File: config.mk
export PLATFORM = sky130hd
export DESIGN_NAME = fifo_write_arbiter
export DESIGN_NICKNAME = d
export VERILOG_FILES = /design/src/rtl/fifo_write_arbiter.sv
export SDC_FILE = /design/constraint.sdc
export NUM_CORES = 1
export LEC_CHECK = 0
export ABC_CLOCK_PERIOD_IN_PS = 1700
export BUFFER_PORTS_ARGS = -buffer_cell sky130_fd_sc_hd__buf_2
export CAP_MARGIN = 20
export CORE_MARGIN = 4
export CORE_UTILIZATION = 42
export CTS_CLUSTER_DIAMETER = 50
export CTS_CLUSTER_SIZE = 25
export DETAILED_ROUTE_END_ITERATION = 12
export HOLD_SLACK_MARGIN = 0.12
export PLACE_DENSITY = 0.91
export SLEW_MARGIN = 25
export SYNTH_ARGS = -nofsm -noshare
export SYNTH_HDL_FRONTEND = slang
export SYNTH_SLANG_ARGS = --single-unit
File: constraint.sdc
create_clock -name clkin -period 1.7 [get_ports clkin]
set_input_delay 0.17 -clock clkin [delete_from_list [all_inputs] [get_ports clkin]]
set_output_delay 0.17 -clock clkin [all_outputs]
set_load 0.005 [all_outputs]
File: src/rtl/fifo_write_arbiter.sv
// Round-robin arbiter sharing one FIFO write port among NUM_REQ requesters.
// A grant lasts up to MAX_BURST words, ends early when the owner drops valid, and stalls on FIFO full.
module fifo_write_arbiter #(
   parameter int NUM_REQ   = 4,
   parameter int WIDTH     = 8,
   parameter int MAX_BURST = 4
) (
   input  logic                       clkin,
   input  logic                       nrst_in,
   input  logic [NUM_REQ-1:0]         req_valid_in,
   input  logic [NUM_REQ*WIDTH-1:0]   req_data_in,
   output logic [NUM_REQ-1:0]         req_ready_out,
   input  logic                       fifo_full_in,
   output logic                       fifo_write_out,
   output logic [WIDTH-1:0]           fifo_data_out,
   output logic [NUM_REQ-1:0]         grant_out,
   output logic                       busy_out
);

   localparam int IW = $clog2(NUM_REQ);
   localparam int CW = (MAX_BURST > 1) ? $clog2(MAX_BURST) : 1;
   localparam logic [CW-1:0] CNT_LAST = CW'(MAX_BURST - 1);

   typedef enum logic {IDLE, GRANT} state_t;

   state_t               state;
   logic [CW-1:0]        cnt;
   logic [IW-1:0]        last_grant;
   logic [IW-1:0]        gidx;
   logic [IW-1:0]        pick;
   logic [NUM_REQ-1:0]   xfer;
   logic                 leave;

   // First valid requester strictly after 'last', wrapping modulo NUM_REQ.
   function automatic logic [IW-1:0] rr_pick(input logic [NUM_REQ-1:0] v,
                                             input logic [IW-1:0]      last);
      logic [IW-1:0] p;
      logic          found;
      int            idx;
      p     = '0;
      found = 1'b0;
      for (int k = 1; k <= NUM_REQ; k++) begin
         idx = (int'(last) + k) % NUM_REQ;
         if (!found && v[IW'(idx)]) begin
            found = 1'b1;
            p     = IW'(idx);
         end
      end
      return p;
   endfunction

   always_comb begin
      gidx = '0;
      for (int i = 0; i < NUM_REQ; i++) begin
         if (grant_out[i]) gidx = IW'(i);
      end
   end

   assign pick = rr_pick(req_valid_in, last_grant);

   // Reset is folded into the combinational outputs so an aborted burst never writes in its reset cycle.
   assign req_ready_out  = (busy_out && nrst_in && !fifo_full_in) ? grant_out : '0;
   assign xfer           = req_valid_in & req_ready_out;
   assign fifo_write_out = |xfer;
   assign fifo_data_out  = (busy_out && nrst_in) ? req_data_in[int'(gidx)*WIDTH +: WIDTH] : '0;

   assign leave = !req_valid_in[gidx] || (fifo_write_out && (cnt == CNT_LAST));

   always_ff @(posedge clkin) begin
      if (!nrst_in) begin
         state      <= IDLE;
         grant_out  <= '0;
         busy_out   <= 1'b0;
         cnt        <= '0;
         last_grant <= IW'(NUM_REQ - 1);
      end else begin
         case (state)
            IDLE: begin
               if (|req_valid_in) begin
                  grant_out <= NUM_REQ'(1) << pick;
                  cnt       <= '0;
                  busy_out  <= 1'b1;
                  state     <= GRANT;
               end
            end
            GRANT: begin
               if (leave) begin
                  last_grant <= gidx;
                  grant_out  <= '0;
                  busy_out   <= 1'b0;
                  state      <= IDLE;
               end else if (fifo_write_out) begin
                  cnt <= cnt + 1'b1;
               end
            end
            default: state <= IDLE;
         endcase
      end
   end

endmodule
# Word level (Yosys, flattened, before mapping)
# Index checks and enable logic that the tools add are counted.
# W data, S select, Z words.
totals:
  ff_bits: 10
  word_cells: 80
op_classes:
  n_addsub: 5
  order_cmp: 5
  n_eq_ne: 5
  shifts: 2
  n_mux: 39
  bitwise: 2
  n_reduce_logical: 17
op_table:
  columns: ["operator", "count"]
  rows:
  - ["$shiftx A32 B6 Y8", 1]
  - ["$mux W2", 9]
  - ["$mux W1", 17]
  - ["$lt A2 B4 Y1 const B", 4]
  - ["$mux W4", 3]
  - ["$bmux W1 S2", 5]
  - ["$mux W8", 1]
  - ["$pmux W4 S2", 1]
  - ["$reduce_or A4 Y1", 2]
  - ["$add A2 B1 Y2 const B", 3]
  - ["$logic_and A1 B1 Y1", 6]
  - ["$ne A2 B2 Y1 const B", 3]
  - ["$logic_not A1 Y1", 5]
  - ["$add A2 B2 Y2 const B", 2]
  - ["$and A4 B4 Y4", 1]
  - ["$pmux W1 S2", 2]
  - ["$pmux W2 S2", 1]
  - ["$reduce_and A2 Y1", 2]
  - ["$shl A1 B2 Y4 const A", 1]
  - ["$lt A2 B3 Y1 const B", 1]
  - ["$reduce_and A3 Y1", 1]
  - ["$eq A2 B2 Y1 const B", 1]
  - ["$ne A2 B1 Y1 const B", 1]
  - ["$logic_or A1 B1 Y1", 1]
  - ["$not A1 Y1", 1]

# Logic depth before layout (Yosys ltp)
# Gate-level depths: netlist of run 1.
logic_depth:
  ltp_word: 17
  depth_mapped: 5

# Least setup slack after synthesis of run 1
# OpenSTA, ideal clock, no wires.
synth_timing:
  path_kind: "reg-to-reg"
  start: "register grant_out[2]"
  end: "register last_grant[0]"
  setup_ps: 121
  arrival_time_ps: 1485
  path_slack_ps: 94
  stages_incl_launch_ff: 5
  period_less_slack_ps: 1606
  cell_sequence: "dfxtp_1 -> or3b_2 -> o221ai_1 -> o21a_2 -> mux2_2"
synth_between:
  elab_chain_len: 7
  word_cells_on_any_way: 11
  cone_classes: "mux (5); bitwise (1); reduce/logical (5)"
synth_rtl:
  columns: ["item", "line", "text"]
  rows:
  - ["start, declared", "16", "output logic [NUM_REQ-1:0] grant_out,"]
  - ["start signal, assigned", "80", "grant_out <= NUM_REQ'(1) << pick;"]
  - ["$mux W2 (2 in series)", "55", "if (grant_out[i]) gidx = IW'(i);"]
  - ["$bmux W1 S2", "67", "assign leave = !req_valid_in[gidx] || (fifo_write_out && (cnt == CNT_LAST));"]
  - ["$mux W1 (implied by the code)", "67", null]
  - ["$logic_not A1 Y1", "67", null]
  - ["$logic_or A1 B1 Y1", "67", null]
  - ["$reduce_and A2 Y1 (no source line)", null, null]
  - ["end signal, assigned", "75", "last_grant <= IW'(NUM_REQ - 1);"]
  - ["end signal, assigned", "88", "last_grant <= gidx;"]
  - ["end, declared", "28", "logic [IW-1:0] last_grant;"]
# Several ways; a longest one is shown, not always the timed one. The select of a mux whose other input is x is not followed.
# A chain may end at the register's enable or synchronous reset.

# Worst setup path in the final report of run 1
# Same ends and word-level chain as after synthesis.

==> impl_table.tex, run 1 <==
\begin{tabular}{lr}
\hline
Metric & Value \\
\hline
\multicolumn{2}{l}{\textbf{Placement}} \\
\quad Global placer's final weighted congestion & 0.844 \\
\quad Final HPWL from detailed placement & $\sim$2300 um \\
\quad Cell area after placement & $\sim$0.0012 mm\^{}2 \\
\quad Post-Place Setup Slack & between 0.08 and 0.09 ns \\
\quad Number of port buffers & 56 \\
\multicolumn{2}{l}{\textbf{Timing}} \\
\quad Period utilization & 93.6\% \\
\quad Minimum period implied by the final worst setup slack & approximately 1.6 ns \\
\quad Max-slew violation count & 0 \\
\quad Actual transition at the worst max-transition pin & about 0.54 ns \\
\quad Worst slew margin relative to its limit & between 60\% and 70\% \\
\quad Worst Clk Skew & between 0.004 and 0.005 ns \\
\quad Hold Fails Final Rpt & 0 \\
\quad Crit path setup slack, layout & about 0.11 ns \\
\quad Maximum achievable frequency & between 600 and 700 MHz \\
\quad Post-Route Setup TNS & 0 ns \\
\quad Final setup vio count & 0 \\
\multicolumn{2}{l}{\textbf{Clock network}} \\
\quad CTS H-tree lvls & 1 \\
\quad PostCTS Resize Cnt & 1 \\
\quad Deepest clock path buffer count & 2 \\
\quad Number of clock sinks & 10 \\
\quad Clock-pin transition on the worst setup and hold timing paths & approximately 0.07 ns \\
\quad Number of buffers added by the clock tree synthesis step & 3 \\
\quad Post-CTS Repair Setup Buffers & 0 \\
\quad Root Driver & clkbuf\_4 \\
\quad Clock insertion delay at the later pin of the skew report & $\sim$0.27 ns \\
\quad Clock tree from TritonCTS & built \\
\quad CTS Hold Buffers Added & 0 \\
\multicolumn{2}{l}{\textbf{Final layout}} \\
\quad Final cell area excluding filler cells & about 0.0013 mm\^{}2 \\
\quad Net total in the final layout & approximately 220 \\
\quad Layout overhead on the synthesized area & 42.9\% \\
\quad Count of filler cells inserted in the layout & between 150 and 200 \\
\quad Antenna diode instance count & 0 \\
\quad Fraction of final layout cells with drive strength greater than 1 & 43.5\% \\
\quad Core utilization of the finished layout & $\sim$65\% \\
\multicolumn{2}{l}{\textbf{Drt}} \\
\quad Mean routed wirelength per cell & between 10 and 15 um \\
\quad Antenna Violating Nets Remaining & 0 \\
\quad Routed via count & approximately 1100 \\
\quad Via density & 5.43 \\
\quad Length of the first detailed-routing pass in iterations & 4 \\
\quad Initial DRC Count & 26 \\
\quad Final WL & around 2800 um \\
\quad Count of unresolved DRC violations after routing & 0 \\
\multicolumn{2}{l}{\textbf{Critical path}} \\
\quad Required time worst endpoint & about 1.9 ns \\
\quad Kind of capture point of the worst setup path & register \\
\quad Classification of the worst setup path & register to register \\
\quad Delay of the slowest critical-path stage & roughly 0.45 ns \\
\quad Critical-path cell list & or3b\_2, o221ai\_1, o21a\_2, mux2\_2 \\
\quad Arr. time, crit path & 1.76 ns \\
\quad Startpoint kind of the worst setup timing path & register \\
\quad Worst path slowest cell & or3b\_2 \\
\quad Largest fanout on the critical path & 5 \\
\multicolumn{2}{l}{\textbf{Global routing}} \\
\quad Number of antenna violations at the first check in global routing & 0 \\
\quad Vias in the first global route & 1029 \\
\quad Global router's overall resource usage & between 20\% and 30\% \\
\quad Global-route wire length before repair & $\sim$4400 um \\
\quad Pin count of the biggest net entering global routing & 18 \\
\quad Overall overflow remaining after global route & 0 \\
\multicolumn{2}{l}{\textbf{Logic synthesis}} \\
\quad YS warnings & 0 \\
\quad Post-synthesis instance area & 905 um\^{}2 \\
\quad Sequential fraction of the synthesis area & around 22\% \\
\quad Post-Syn Nets & 157 \\
\quad Synthesized area per cell & just under 8 um\^{}2 \\
\quad Largest cells by area after synthesis & dfxtp\_1, mux2i\_1, nand2\_1 \\
\quad Unique masters post-synth & 35 \\
\quad Post-Syn Instances & roughly 120 \\
\quad Yosys top cell area share & 22.1\% \\
\quad Synth Register Bits & 10 \\
\quad Post-synthesis cell type with the largest combined area & dfxtp\_1 \\
\multicolumn{2}{l}{\textbf{Pwr}} \\
\quad Switching power as a share of total power & 33.0\% \\
\quad Sw Pwr & approximately 0.00027 W \\
\quad Relative contribution of combinational cells to total power & about two fifths \\
\quad IR drop worst, VDD & 307 uV \\
\quad Share of power burned in the clock network & a little over a quarter \\
\quad Leakage power of the design & approximately 0.64 nW \\
\quad Cell internal power dissipation & roughly 0.00055 W \\
\quad Relative contribution of sequential cells to total power & 34.6\% \\
\quad Overall power of the completed layout & 0.000826 W \\
\quad Power Density & roughly 640 mW/mm\^{}2 \\
\multicolumn{2}{l}{\textbf{Die}} \\
\quad Initial Utilization & approximately 45\% \\
\quad Core area & 0.00200 mm\^{}2 \\
\quad Number of top-level pins & 57 \\
\quad Vertical die dimension & $\sim$54 um \\
\quad DIE AREA & approximately 0.003 mm\^{}2 \\
\quad Site row count & 16 \\
\quad Die width & $\sim$54 um \\
\multicolumn{2}{l}{\textbf{Min path}} \\
\quad Type of the worst min-delay path & input port to register \\
\multicolumn{2}{l}{\textbf{Flow run}} \\
\quad Total of max-cap violations & 0 \\
\multicolumn{2}{l}{\textbf{Status}} \\
\quad Status & finished, final reports clean \\
\hline
\end{tabular}
sequential cells by signal, summed over array words and instances (netlist names):
| register | cells |
|---|---|
| grant_out | 4 |
| cnt | 2 |
| last_grant | 2 |
| busy_out | 1 |
| state | 1 |
path summary, 6_finish.rpt:
path	from	to	slack [ns]	depth (start not counted)
setup / recovery	grant_out[2]$_SDFFE_PN0P_	last_grant[0]$_SDFFE_PN1P_	0.11	4
hold / removal	nrst_in	state$_SDFF_PN0_	0.20	2
setup reg to reg	grant_out[2]$_SDFFE_PN0P_	last_grant[0]$_SDFFE_PN1P_	0.11	4
hold reg to reg	cnt[0]$_SDFFE_PN0P_	cnt[0]$_SDFFE_PN0P_	0.48	1
per-stage QoR:
step / cells / hold slack (ns)
2_1_floorplan: 117 / 0.367
3_3_place_gp: 200 / 0.450
3_5_place_dp: 200 / 0.472
4_1_cts: 204 / 0.195
5_1_grt: 204 / 0.210
6_report: 204 / 0.197
kinds of logic (layout without fill, tap and decap cells):
family | count (synthesis) | count (layout) | share of synthesized area, %
and+or+nand+nor | 46 | 46 | 25.7
AOI/OAI and AO/OA | 30 | 30 | 24.1
muxes | 20 | 20 | 22.3
DFF | 10 | 10 | 22.1
buffers and inverters | 10 | 70 | 4.42
adders and majority gates | 1 | 1 | 1.38
routing by layer:
metal,vias up,share of wire (%),track usage (%)
met5,-,0,0
met4,0,1.5,9.13
met3,5,11,4.90
met2,69,47,35.7
met1,486,41,22.3
li1,548,-,-
worst max-delay path: cells and delay by family, from the launching register on:
family,cells,cell delay (ns)
simple gates,1,0.45
flops,1,0.40
mux,1,0.32
compound gates,2,0.31
power by group through the flow:
stage / clock, W / sequential (W) / combinational, W
global route: 0.000242 / 0.000289 / 0.000358
detailed placement: 0 / 0.000288 / 0.000315
finish: 0.000220 / 0.000286 / 0.000320
floorplan: 0 / 0.000282 / 0.000186
global placement: 0 / 0.000284 / 0.000302
CTS: 0.000225 / 0.000283 / 0.000318
final cells by class:
| type | count | area (um^2) | share of cell area, % |
|---|---|---|---|
| Multi-Input combinational cell | 97 | 664 | 51.4 |
| Tap cell | 27 | 33.8 | 2.61 |
| Inverter | 4 | 15.0 | 1.16 |
| Clock buffer | 4 | 36.3 | 2.81 |
| Sequential cell | 10 | 205 | 15.9 |
| Timing Repair Buffer | 62 | 338 | 26.1 |
layout by cell type, fill, tap and decap left out, types with 3 or more instances in the layout:
cell type,instances
buf_2,56
o22ai_1,5
mux2i_1,19
nor2b_1,4
nor2_1,12
clkbuf_4,3
buf_4,5
inv_1,4
nand2_1,15
o21ai_0,11
dfxtp_1,8
nor3_1,3
Yosys cell counts:
library cell	instances
nand2b_1	1
clkbuf_2	1
o21ai_0	11
nor4_1	1
o21a_2	1
a22oi_2	1
nor3_1	3
o311a_1	1
nand2_1	15
a2111oi_2	1
nor2_1	12
and2_1	2
or2b_1	2
nor2b_1	4
dfxtp_1	10
mux2_2	1
o21bai_1	1
inv_1	4
a211o_2	1
o221ai_1	1
o311ai_0	1
nor3b_1	2
or3b_2	2
or4b_4	1
buf_2	1
o22ai_1	5
a22oi_1	1
nand3_1	1
mux2i_1	19
ha_1	1
o211ai_1	1
a211oi_2	1
a21o_1	1
clkbuf_1	4
o21a_1	2
No activity file was read; power rests on OpenSTA's default activity.
==> inputs of run 2 (changes only) <==
- ABC_CLOCK_PERIOD_IN_PS: 1700 -> 1900
- CORE_UTILIZATION: 42 -> 45
- PLACE_DENSITY: 0.91 -> 0.95
- SKIP_CTS_REPAIR_TIMING: not set -> 1
- clock period: 1.7 -> 1.9 ns (I/O delays scaled with it)
==> run 2 against run 1 <==
Global-route usage up 1.9 points. Worst hold slack better by 0.025 ns. Worst setup slack better by 0.0069 ns. Sequential share of layout area down 0.050 points. Die area down 5.7%. Total power down 11%.
==> impl_table.tex, run 2 (same netlist as run 1, synthesis figures left out) <==
\begin{tabular}{lr}
\hline
Metric & Value \\
\hline
\multicolumn{2}{l}{\textbf{Timing}} \\
\quad Final setup vio count & 0 (unchanged) \\
\quad Maximum achievable frequency & 561 MHz (-11\%) \\
\quad Max-slew violation count & 0 (unchanged) \\
\quad Crit path setup slack, layout & 0.117 ns (+0.00694 ns) \\
\quad Minimum period implied by the final worst setup slack & 1.78 ns (+0.193 ns) \\
\quad Final worst hold slack & 0.222 ns (+0.0255 ns) \\
\quad Worst Clk Skew & 0.00537 ns (+0.000702 ns) \\
\quad Post-Route Setup TNS & 0 ns (unchanged) \\
\quad Worst slew margin relative to its limit & 63.6\% (-0.093 points) \\
\quad Actual transition at the worst max-transition pin & 0.539 ns (-0.000476 ns) \\
\quad Hold Fails Final Rpt & 0 (unchanged) \\
\quad RSZ-0062 raised after global routing & false \\
\quad Period utilization & 93.9\% (+0.31 points) \\
\multicolumn{2}{l}{\textbf{Final layout}} \\
\quad Fraction of final layout cells with drive strength greater than 1 & 42.0\% (-1.5 points) \\
\quad Layout overhead on the synthesized area & 39.8\% \\
\quad Flip-flop count of the largest register, all copies and words added & 4 (unchanged) \\
\quad Antenna diode instance count & 0 (unchanged) \\
\quad Biggest register & grant\_out \\
\quad Leading cell types in the layout, fill and taps excluded & buf\_2, mux2i\_1, nand2\_1 \\
\quad Biggest registers after layout & grant\_out x4, cnt x2, last\_grant x2 \\
\quad Final cell area excluding filler cells & 0.00126 mm\^{}2 (-2.1\%) \\
\quad Count of filler cells inserted in the layout & 160 (-9.6\%) \\
\quad Commonest non-fill, non-tap cell in the layout & buf\_2 \\
\quad Net total in the final layout & 217 (-0.46\%) \\
\multicolumn{2}{l}{\textbf{Die}} \\
\quad Vertical die dimension & 52.8 um (-2.9\%) \\
\quad Number of top-level pins & 57 (unchanged) \\
\quad Site row count & 15 (-1) \\
\quad DIE AREA & 0.00279 mm\^{}2 (-5.7\%) \\
\quad Die width & 52.8 um (-2.9\%) \\
\quad Initial Utilization & 49.7\% (+4.5 points) \\
\quad Core area & 0.00182 mm\^{}2 (-9.1\%) \\
\multicolumn{2}{l}{\textbf{Drt}} \\
\quad Via density & 5.55 (+2.1\%) \\
\quad Total length of routed met3 wires & 309 um (+4.7\%) \\
\quad Final WL & 2910 um (+4.5\%) \\
\quad Antenna Violating Nets Remaining & 0 (unchanged) \\
\quad Count of unresolved DRC violations after routing & 0 (unchanged) \\
\quad Highest metal layer with signal wires & met4 \\
\quad Length of the first detailed-routing pass in iterations & 4 (unchanged) \\
\quad Initial DRC Count & 33 (+27\%) \\
\quad Mean routed wirelength per cell & 14.5 um (+6.0\%) \\
\quad Length of routed wiring on met1 & 1180 um (+4.2\%) \\
\quad Metal2 WL & 1380 um (+5.5\%) \\
\quad Routed via count & 1115 (+0.63\%) \\
\multicolumn{2}{l}{\textbf{Critical path}} \\
\quad Largest delay share family, worst path & compound AO/OA/AOI/OAI gates \\
\quad Startpoint kind of the worst setup timing path & register \\
\quad Arr. time, crit path & 1.95 ns (+0.19 ns) \\
\quad Delay of the slowest critical-path stage & 0.46 ns (about the same) \\
\quad Worst path slowest cell & dfxtp\_1 \\
\quad Largest fanout on the critical path & 7 (+2) \\
\quad Critical-path cell list & a22oi\_1, a2111oi\_2, o21a\_2, mux2\_2 \\
\quad Count of buffer and inverter cells on the critical path & 0 (unchanged) \\
\quad Kind of capture point of the worst setup path & register \\
\quad Classification of the worst setup path & register to register \\
\quad Required time worst endpoint & 2.07 ns (+0.20 ns) \\
\multicolumn{2}{l}{\textbf{Placement}} \\
\quad Global placer's final weighted congestion & 0.811 (-3.9\%) \\
\quad Number of port buffers & 56 (unchanged) \\
\quad Final HPWL from detailed placement & 2340 um (+1.6\%) \\
\quad Cell area after placement & 0.00123 mm\^{}2 (-0.81\%) \\
\quad Post-Place Setup Slack & 0.137 ns (+0.0562 ns) \\
\multicolumn{2}{l}{\textbf{Clock network}} \\
\quad Deepest clock path buffer count & 2 (unchanged) \\
\quad Clock-pin transition on the worst setup and hold timing paths & 0.07 ns (about the same) \\
\quad CTS H-tree lvls & 1 (unchanged) \\
\quad Number of clock sinks & 10 (unchanged) \\
\quad Clock tree from TritonCTS & built \\
\quad Number of buffers added by the clock tree synthesis step & 3 (unchanged) \\
\quad Clock insertion delay at the later pin of the skew report & 0.27 ns (about the same) \\
\quad Root Driver & clkbuf\_4 \\
\multicolumn{2}{l}{\textbf{Min path}} \\
\quad Type of the worst min-delay path & input port to register \\
\multicolumn{2}{l}{\textbf{Global routing}} \\
\quad Pin count of the biggest net entering global routing & 21 (+3) \\
\quad Global-route wire length before repair & 4510 um (+3.2\%) \\
\quad Number of antenna violations at the first check in global routing & 0 (unchanged) \\
\quad Vias in the first global route & 992 (-3.6\%) \\
\quad Global router's overall resource usage & 22.0\% (+1.9 points) \\
\quad Overall overflow remaining after global route & 0 (unchanged) \\
\multicolumn{2}{l}{\textbf{Status}} \\
\quad Status & finished, final reports clean \\
\multicolumn{2}{l}{\textbf{Pwr}} \\
\quad IR drop worst, VDD & 267 uV (-13\%) \\
\quad Power Density & 579 mW/mm\^{}2 (-9.5\%) \\
\quad Leakage power of the design & 0.631 nW (-1.5\%) \\
\multicolumn{2}{l}{\textbf{Flow run}} \\
\quad Total of max-cap violations & 0 (unchanged) \\
\hline
\end{tabular}
==> run 2: cell count changes in the layout (fill, tap and decap cells not counted), sizes merged <==
cell | before | now
buf | 62 | 61
==> run 2: per-layer routing <==
metal | GRT usage [%] | vias up
met3 | 5.70 | 4
met2 | 35.7 | 81
met1 | 27.2 | 489
met4 | 8.94 | 0
met5 | 0 | -
li1 | - | 541
==> run 2: worst register-to-register path, delay by kind of cell (launching register included) <==
kind	cells	cell delay, ns
flip-flops	1	0.46
multiplexers	1	0.35
AO/OA/AOI/OAI	3	0.87
==> run 2: worst paths after layout <==
| path | from | endpoint | slack (ns) | depth (start not counted) |
|---|---|---|---|---|
| max | grant_out[3]$_SDFFE_PN0P_ | last_grant[0]$_SDFFE_PN1P_ | 0.12 | 4 |
| min | nrst_in | state$_SDFF_PN0_ | 0.22 | 2 |
| max reg2reg | grant_out[3]$_SDFFE_PN0P_ | last_grant[0]$_SDFFE_PN1P_ | 0.12 | 4 |
| min reg2reg | cnt[1]$_SDFFE_PN0P_ | cnt[1]$_SDFFE_PN0P_ | 0.51 | 2 |
==> run 2: cell type report <==
cell class                      count  area [um^2]  share of cell area, %
Inverter                            4         15.0                   1.19
Clock buffer                        4         36.3                   2.87
Multi-Input combinational cell     97          664                   52.5
Tap cell                           25         31.3                   2.47
Timing Repair Buffer               61          318                   25.1
Sequential cell                    10          200                   15.8
==> run 2: per-stage QoR <==
stage	util (%)	cells	total power (W)
after global placement	67.5	197	0.000524
after global routing	69.5	201	0.000782
final	69.5	201	0.000732
after detailed placement	67.5	197	0.000536
after floorplan	-	117	0.000419
after CTS	69.5	201	0.000730
==> run 2: power by group <==
part	total [W]	internal, W	switching (W)
registers	0.000254	0.000230	0.0000240
logic	0.000280	0.000140	0.000140
clock network	0.000198	0.000116	0.0000819
total	0.000732	0.000486	0.000246
